--- src/rtl/bcd_scan_counter.sv ---
// -----------------------------------------------------------------------------
// bcd_scan_counter
//
// Multi-digit BCD up/down counter with a time-multiplexed digit scan. It feeds
// a single BCD-to-7-segment decoder. One digit is presented at a time on bcd,
// and a one-hot dig_sel tells the display which digit position is active.
//
// Parameters
//   DIGITS    number of BCD digits (>= 2)
//   SCAN_DIV  clk cycles each digit stays selected (>= 2)
//
// Ports
//   clk       in   system clock, rising edge
//   rst       in   asynchronous, active-high reset
//   en        in   count enable, one step per clk while high
//   up        in   direction: 1 = increment, 0 = decrement
//   load      in   synchronous load of load_val (wins over en)
//   load_val  in   BCD value to load; digit 0 in bits [3:0]; nibbles >9 load as 0
//   value     out  current counter value, registered
//   ovf       out  one-cycle pulse after a wrap in either direction
//   bcd       out  selected digit {A,B,C,D}, to the decoder
//   dig_sel   out  one-hot digit select, bit i = digit i active
//   blank     out  1 = selected digit is a leading zero (digit 0 never blanked)
// -----------------------------------------------------------------------------
module bcd_scan_counter #(
    parameter int DIGITS   = 4,
    parameter int SCAN_DIV = 1000
) (
    input  logic                  clk,
    input  logic                  rst,
    input  logic                  en,
    input  logic                  up,
    input  logic                  load,
    input  logic [4*DIGITS-1:0]   load_val,
    output logic [4*DIGITS-1:0]   value,
    output logic                  ovf,
    output logic [3:0]            bcd,
    output logic [DIGITS-1:0]     dig_sel,
    output logic                  blank
);

    localparam int IW = $clog2(DIGITS);
    localparam int PW = $clog2(SCAN_DIV);

    localparam logic [PW-1:0] PRESC_MAX = PW'(SCAN_DIV - 1);
    localparam logic [IW-1:0] IDX_MAX   = IW'(DIGITS - 1);

    // Counter state
    logic [4*DIGITS-1:0] r_value;
    logic                r_ovf;

    // Scan state
    logic [PW-1:0]       r_presc;
    logic [IW-1:0]       r_idx;

    // Output registers
    logic [3:0]          r_bcd;
    logic [DIGITS-1:0]   r_sel;
    logic                r_blank;

    // Next-state candidates
    logic [4*DIGITS-1:0] w_inc;
    logic [4*DIGITS-1:0] w_dec;
    logic [4*DIGITS-1:0] w_load_clean;
    logic                w_inc_wrap;
    logic                w_dec_wrap;

    logic                w_presc_tc;
    logic [IW-1:0]       w_idx_next;
    logic [3:0]          w_digit_next;
    logic                w_blank_next;
    logic [DIGITS-1:0]   w_sel_next;

    // -------------------------------------------------------------------------
    // BCD increment / decrement with digit-by-digit ripple. A carry (borrow)
    // that falls out of the top digit means every digit was 9 (0): a wrap.
    // -------------------------------------------------------------------------
    always_comb begin : inc_dec
        logic carry;
        logic borrow;
        // NOTE: every variable gets a default before any conditional update,
        // so no path leaves it unassigned and no latch is inferred.
        carry  = 1'b1;
        borrow = 1'b1;
        w_inc  = r_value;
        w_dec  = r_value;
        for (int i = 0; i < DIGITS; i++) begin
            if (carry) begin
                if (r_value[4*i +: 4] == 4'd9) begin
                    w_inc[4*i +: 4] = 4'd0;
                end else begin
                    w_inc[4*i +: 4] = r_value[4*i +: 4] + 4'd1;
                    carry           = 1'b0;
                end
            end
            if (borrow) begin
                if (r_value[4*i +: 4] == 4'd0) begin
                    w_dec[4*i +: 4] = 4'd9;
                end else begin
                    w_dec[4*i +: 4] = r_value[4*i +: 4] - 4'd1;
                    borrow          = 1'b0;
                end
            end
        end
        w_inc_wrap = carry;
        w_dec_wrap = borrow;
    end

    // Illegal nibbles are forced to 0 so value never holds a non-BCD digit.
    always_comb begin : load_sanitize
        w_load_clean = '0;
        for (int i = 0; i < DIGITS; i++) begin
            if (load_val[4*i +: 4] <= 4'd9) begin
                w_load_clean[4*i +: 4] = load_val[4*i +: 4];
            end
        end
    end

    // -------------------------------------------------------------------------
    // Scan: the output registers are loaded from the index the scan will hold
    // after this edge, so dig_sel lines up with the scan index and bcd/dig_sel
    // always come from the same index.
    // -------------------------------------------------------------------------
    assign w_presc_tc = (r_presc == PRESC_MAX);
    assign w_idx_next = !w_presc_tc        ? r_idx :
                        (r_idx == IDX_MAX) ? '0    :
                                             r_idx + IW'(1);
    assign w_sel_next = DIGITS'(1) << w_idx_next;

    // Walk from the top digit down so all_zero covers digit i and everything
    // above it, which is exactly the leading-zero condition.
    always_comb begin : digit_mux
        logic all_zero;
        all_zero     = 1'b1;
        w_digit_next = 4'd0;
        w_blank_next = 1'b0;
        for (int i = DIGITS - 1; i >= 0; i--) begin
            all_zero = all_zero && (r_value[4*i +: 4] == 4'd0);
            if (w_idx_next == IW'(i)) begin
                w_digit_next = r_value[4*i +: 4];
                w_blank_next = (i != 0) && all_zero;
            end
        end
    end

    // -------------------------------------------------------------------------
    // State and output registers
    // -------------------------------------------------------------------------
    // NOTE: sequential state uses non-blocking assignments so every register
    // samples pre-edge values, independent of statement order.
    always_ff @(posedge clk or posedge rst) begin
        if (rst) begin
            r_value <= '0;
            r_ovf   <= 1'b0;
            r_presc <= '0;
            r_idx   <= '0;
            r_bcd   <= 4'd0;
            r_sel   <= DIGITS'(1);
            r_blank <= 1'b0;
        end else begin
            if (load) begin
                r_value <= w_load_clean;
                r_ovf   <= 1'b0;
            end else if (en) begin
                if (up) begin
                    r_value <= w_inc;
                    r_ovf   <= w_inc_wrap;
                end else begin
                    r_value <= w_dec;
                    r_ovf   <= w_dec_wrap;
                end
            end else begin
                r_ovf <= 1'b0;
            end

            r_presc <= w_presc_tc ? '0 : r_presc + PW'(1);
            r_idx   <= w_idx_next;
            r_bcd   <= w_digit_next;
            r_sel   <= w_sel_next;
            r_blank <= w_blank_next;
        end
    end

    assign value   = r_value;
    assign ovf     = r_ovf;
    assign bcd     = r_bcd;
    assign dig_sel = r_sel;
    assign blank   = r_blank;

endmodule

--- config.mk ---
export PLATFORM = sky130hd
export DESIGN_NAME = bcd_scan_counter
export DESIGN_NICKNAME = d
export VERILOG_FILES = /design/src/rtl/bcd_scan_counter.sv
export SDC_FILE = /design/constraint.sdc
export NUM_CORES = 1
export LEC_CHECK = 0
export CORE_ASPECT_RATIO = 0.7
export CORE_MARGIN = 2
export CORE_UTILIZATION = 50
export CTS_BUF_LIST = sky130_fd_sc_hd__clkbuf_16
export DETAILED_ROUTE_END_ITERATION = 8
export GPL_TIMING_DRIVEN = 1
export PLACE_DENSITY = 0.78
export SLEW_MARGIN = 15
export SYNTH_ARGS = -nofsm -noshare
export SYNTH_HDL_FRONTEND = slang
export SYNTH_SLANG_ARGS = --single-unit
export TNS_END_PERCENT = 50
--- constraint.sdc ---
create_clock -name clk -period 2.45 [get_ports clk]
set_input_delay 0.245 -clock clk [delete_from_list [all_inputs] [get_ports clk]]
set_output_delay 0.245 -clock clk [all_outputs]
set_load 0.005 [all_outputs]
==> out/metrics.yaml <==
status: "finished, final reports clean"
grt_pass1_wl_um: 10200
setup_violations: 0
drive_above_1_share: 0.1134
synth_edf_count: 0
htreeDepth: 2
ant_nets: 0
relSlewSlack: 0.6669
die_h_um: 63.27
fmax_ghz: 0.4623
globalRoute.totalOverflow: 0
crit_fanout: 8
dieArea_um2: 5609
grt_usage: 0.2329
dpl_worst_slack_ns: 0.2572
clock_sinks: 38
port_buffers: 46
dpl_cell_area_um2: 3045
slew_viol_final: 0
hp-class: "primary input to asynchronous set/reset pin"
drc_errors: 0
worstPathRequired_ns: 2.67
slowest_stage: "or4_4"
n_antenna_cell: 0
dr.pass1.iters: 5
multi_input_area_um2: 1366
top_level_ports: 47
wire_per_inst_um: 15.11
clk_latency_ns: 0.28
synth_top_area_frac: 0.3691
cp-end-kind: "flop"
grt_max_degree: 39
seq_area_um2: 952.2
hpwl_um: 4446
drv_cap: 0
final_cell_mix: "clkdlybuf4s50_1 (46), dfrtp_1 (37), nand2_1 (29)"
p_per_area_nw_per_um2: 607.1
hold_violations: 0
syn_avg_cell_area_um2: 8.711
area_growth_pct: 28.93
syn_area_um2: 2509
postLayoutCoreUtil: 0.6727
fp.dieW_um: 88.66
grt_pass1_vias: 2181
rsz0062_at_grt: "no"
cts_buffers: 5
yosysSeqAreaShare: 0.3796
critPathKind: "flop to flop"
cp_data_arrival_time_ns: 2.38
synth-seq-cells: 38
async_flop_share: 1.000
clk_pin_slew_ns: 0.06
wl_um: 6104
layout_commonest_cell: "clkdlybuf4s50_1"
tns_ns: 0
antenna_found_initial: 0
yosysWarnings: 0
hold_buffers: 0
routed_via_density: 5.718
drt_iter0_markers: 183
fin_skew_ns: 0.003647
cpPeakStageDelay_ns: 0.59
ys.flop_type: "dfrtp_1"
vias: 2310
cts_tree: "built"
start_kind: "flop"
fin_crit_sh: 0.8828
fillCellCount: 384
syn_inst: 288
leakage_nw: 1.356
nets: 357
std_cell_rows: 21
cts_resized: 0
finalCriticalPeriod_ns: 2.163
synth_cell_type_count: 58
cts_setup_buffers: 0
ir_drop_mv: 0.2869
yosys-top-cells-area: "dfrtp_1 (37%), o21ai_0 (4.8%), nand2_1 (4.3%), a21oi_1 (4.2%), mux2i_1 (3.2%)"
synth_area_leader_cell: "dfrtp_1"
floorplan.core_area_um2: 4808
layout_setup_ws_ns: 0.2871
worst_slew_pin_slew_ns: 0.4996
clockBufferDepth: 2
root_buffer: "clkbuf_16"
finalPower_w: 0.001963
syn_nets: 311
path_cells: "or4_4 -> nor4b_4 -> o211ai_4 -> or3_1 -> nand3_1"
initial_core_util: 0.5217
postLayoutCellArea_um2: 3234
place_congestion: 0.8327
[sequential cells by signal (all words and copies together), names as in the netlist]
name     count
value       16
r_presc     10
blank        1
r_idx        2
ovf          1
dig_sel      4
bcd          4
[per-layer routing]
layer | vias up | share of wire | track usage
met2 | 80 | 0.44 | 0.3433
met4 | 0 | 0.011 | 0.06629
met3 | 8 | 0.059 | 0.04718
met5 | - | 0 | 0
met1 | 1085 | 0.49 | 0.3453
li1 | 1137 | - | -
[cells by family (layout without fill, tap and decap cells)]
group                      after synthesis  after routing  synth area share
adders and majority gates                2              2          0.009973
muxes                                    8              8           0.03192
and+or+nand+nor                        117            117            0.2594
buffers and inverters                   35             82           0.07581
DFF                                     38             38            0.3796
xor gates and xnor gates                15             15           0.05237
AOI/OAI and AO/OA                       73             73            0.1910
[final timing paths]
check	cells past startpoint	from	slack [ns]	to
worst min register to register	1	r_presc[0]	0.45	r_presc[0]
worst max-delay path	5	value[10]	0.29	value[14]
worst min-delay path	3	rst	0.39	r_presc[2]
max in group asynchronous	3	rst	1.69	dig_sel[0]
worst max register to register	5	value[10]	0.29	value[14]
min in group clk	1	r_presc[0]	0.45	r_presc[0]
[cell type report]
class / instances / area share
repair buffers: 66 / 0.1888
clock inverters: 3 / 0.01973
inverters: 8 / 0.009284
multi-input cells: 215 / 0.4224
well taps: 69 / 0.02669
flip-flops and latches: 38 / 0.2944
clock buffers: 5 / 0.03868
[metrics by stage]
stage / std cells / hold slack (ns)
2_1_floorplan: 288 / 0.3341
3_3_place_gp: 396 / 0.4393
3_5_place_dp: 396 / 0.4441
4_1_cts: 404 / 0.4056
5_1_grt: 404 / 0.4704
6_report: 404 / 0.3873
[synthesized netlist by cell type (all sizes together), types with 2 or more instances]
cell type,number
dfrtp,37
nand2,29
o21ai,26
a21oi,21
nor2,19
clkbuf,14
nand3,14
buf,13
nor3,11
inv,8
mux2i,8
xor2,8
nor2b,7
xnor2,7
or3,6
and3,5
a32oi,4
or4,4
a211oi,3
nand3b,3
nand4,3
nor4b,3
o22ai,3
and4b,2
ha,2
nand2b,2
nor4,2
o21a,2
o221ai,2
o32ai,2
or2,2
[report_power, final]
part	leakage [nW]	total, W	internal (W)	switching (W)
Sequential	0.490	0.000711	0.000662	0.0000487
Combinational	0.774	0.000426	0.000219	0.000207
Clock	0.0915	0.000826	0.000579	0.000247
[worst max-delay path: cells and delay by family, from the launching register on]
| kind | cells | cell delay (ns) |
|---|---|---|
| AOI/OAI and AO/OA | 1 | 0.16 |
| DFF | 1 | 0.46 |
| and+or+nand+nor | 4 | 1.47 |
No activity file was read; power rests on OpenSTA's default activity.
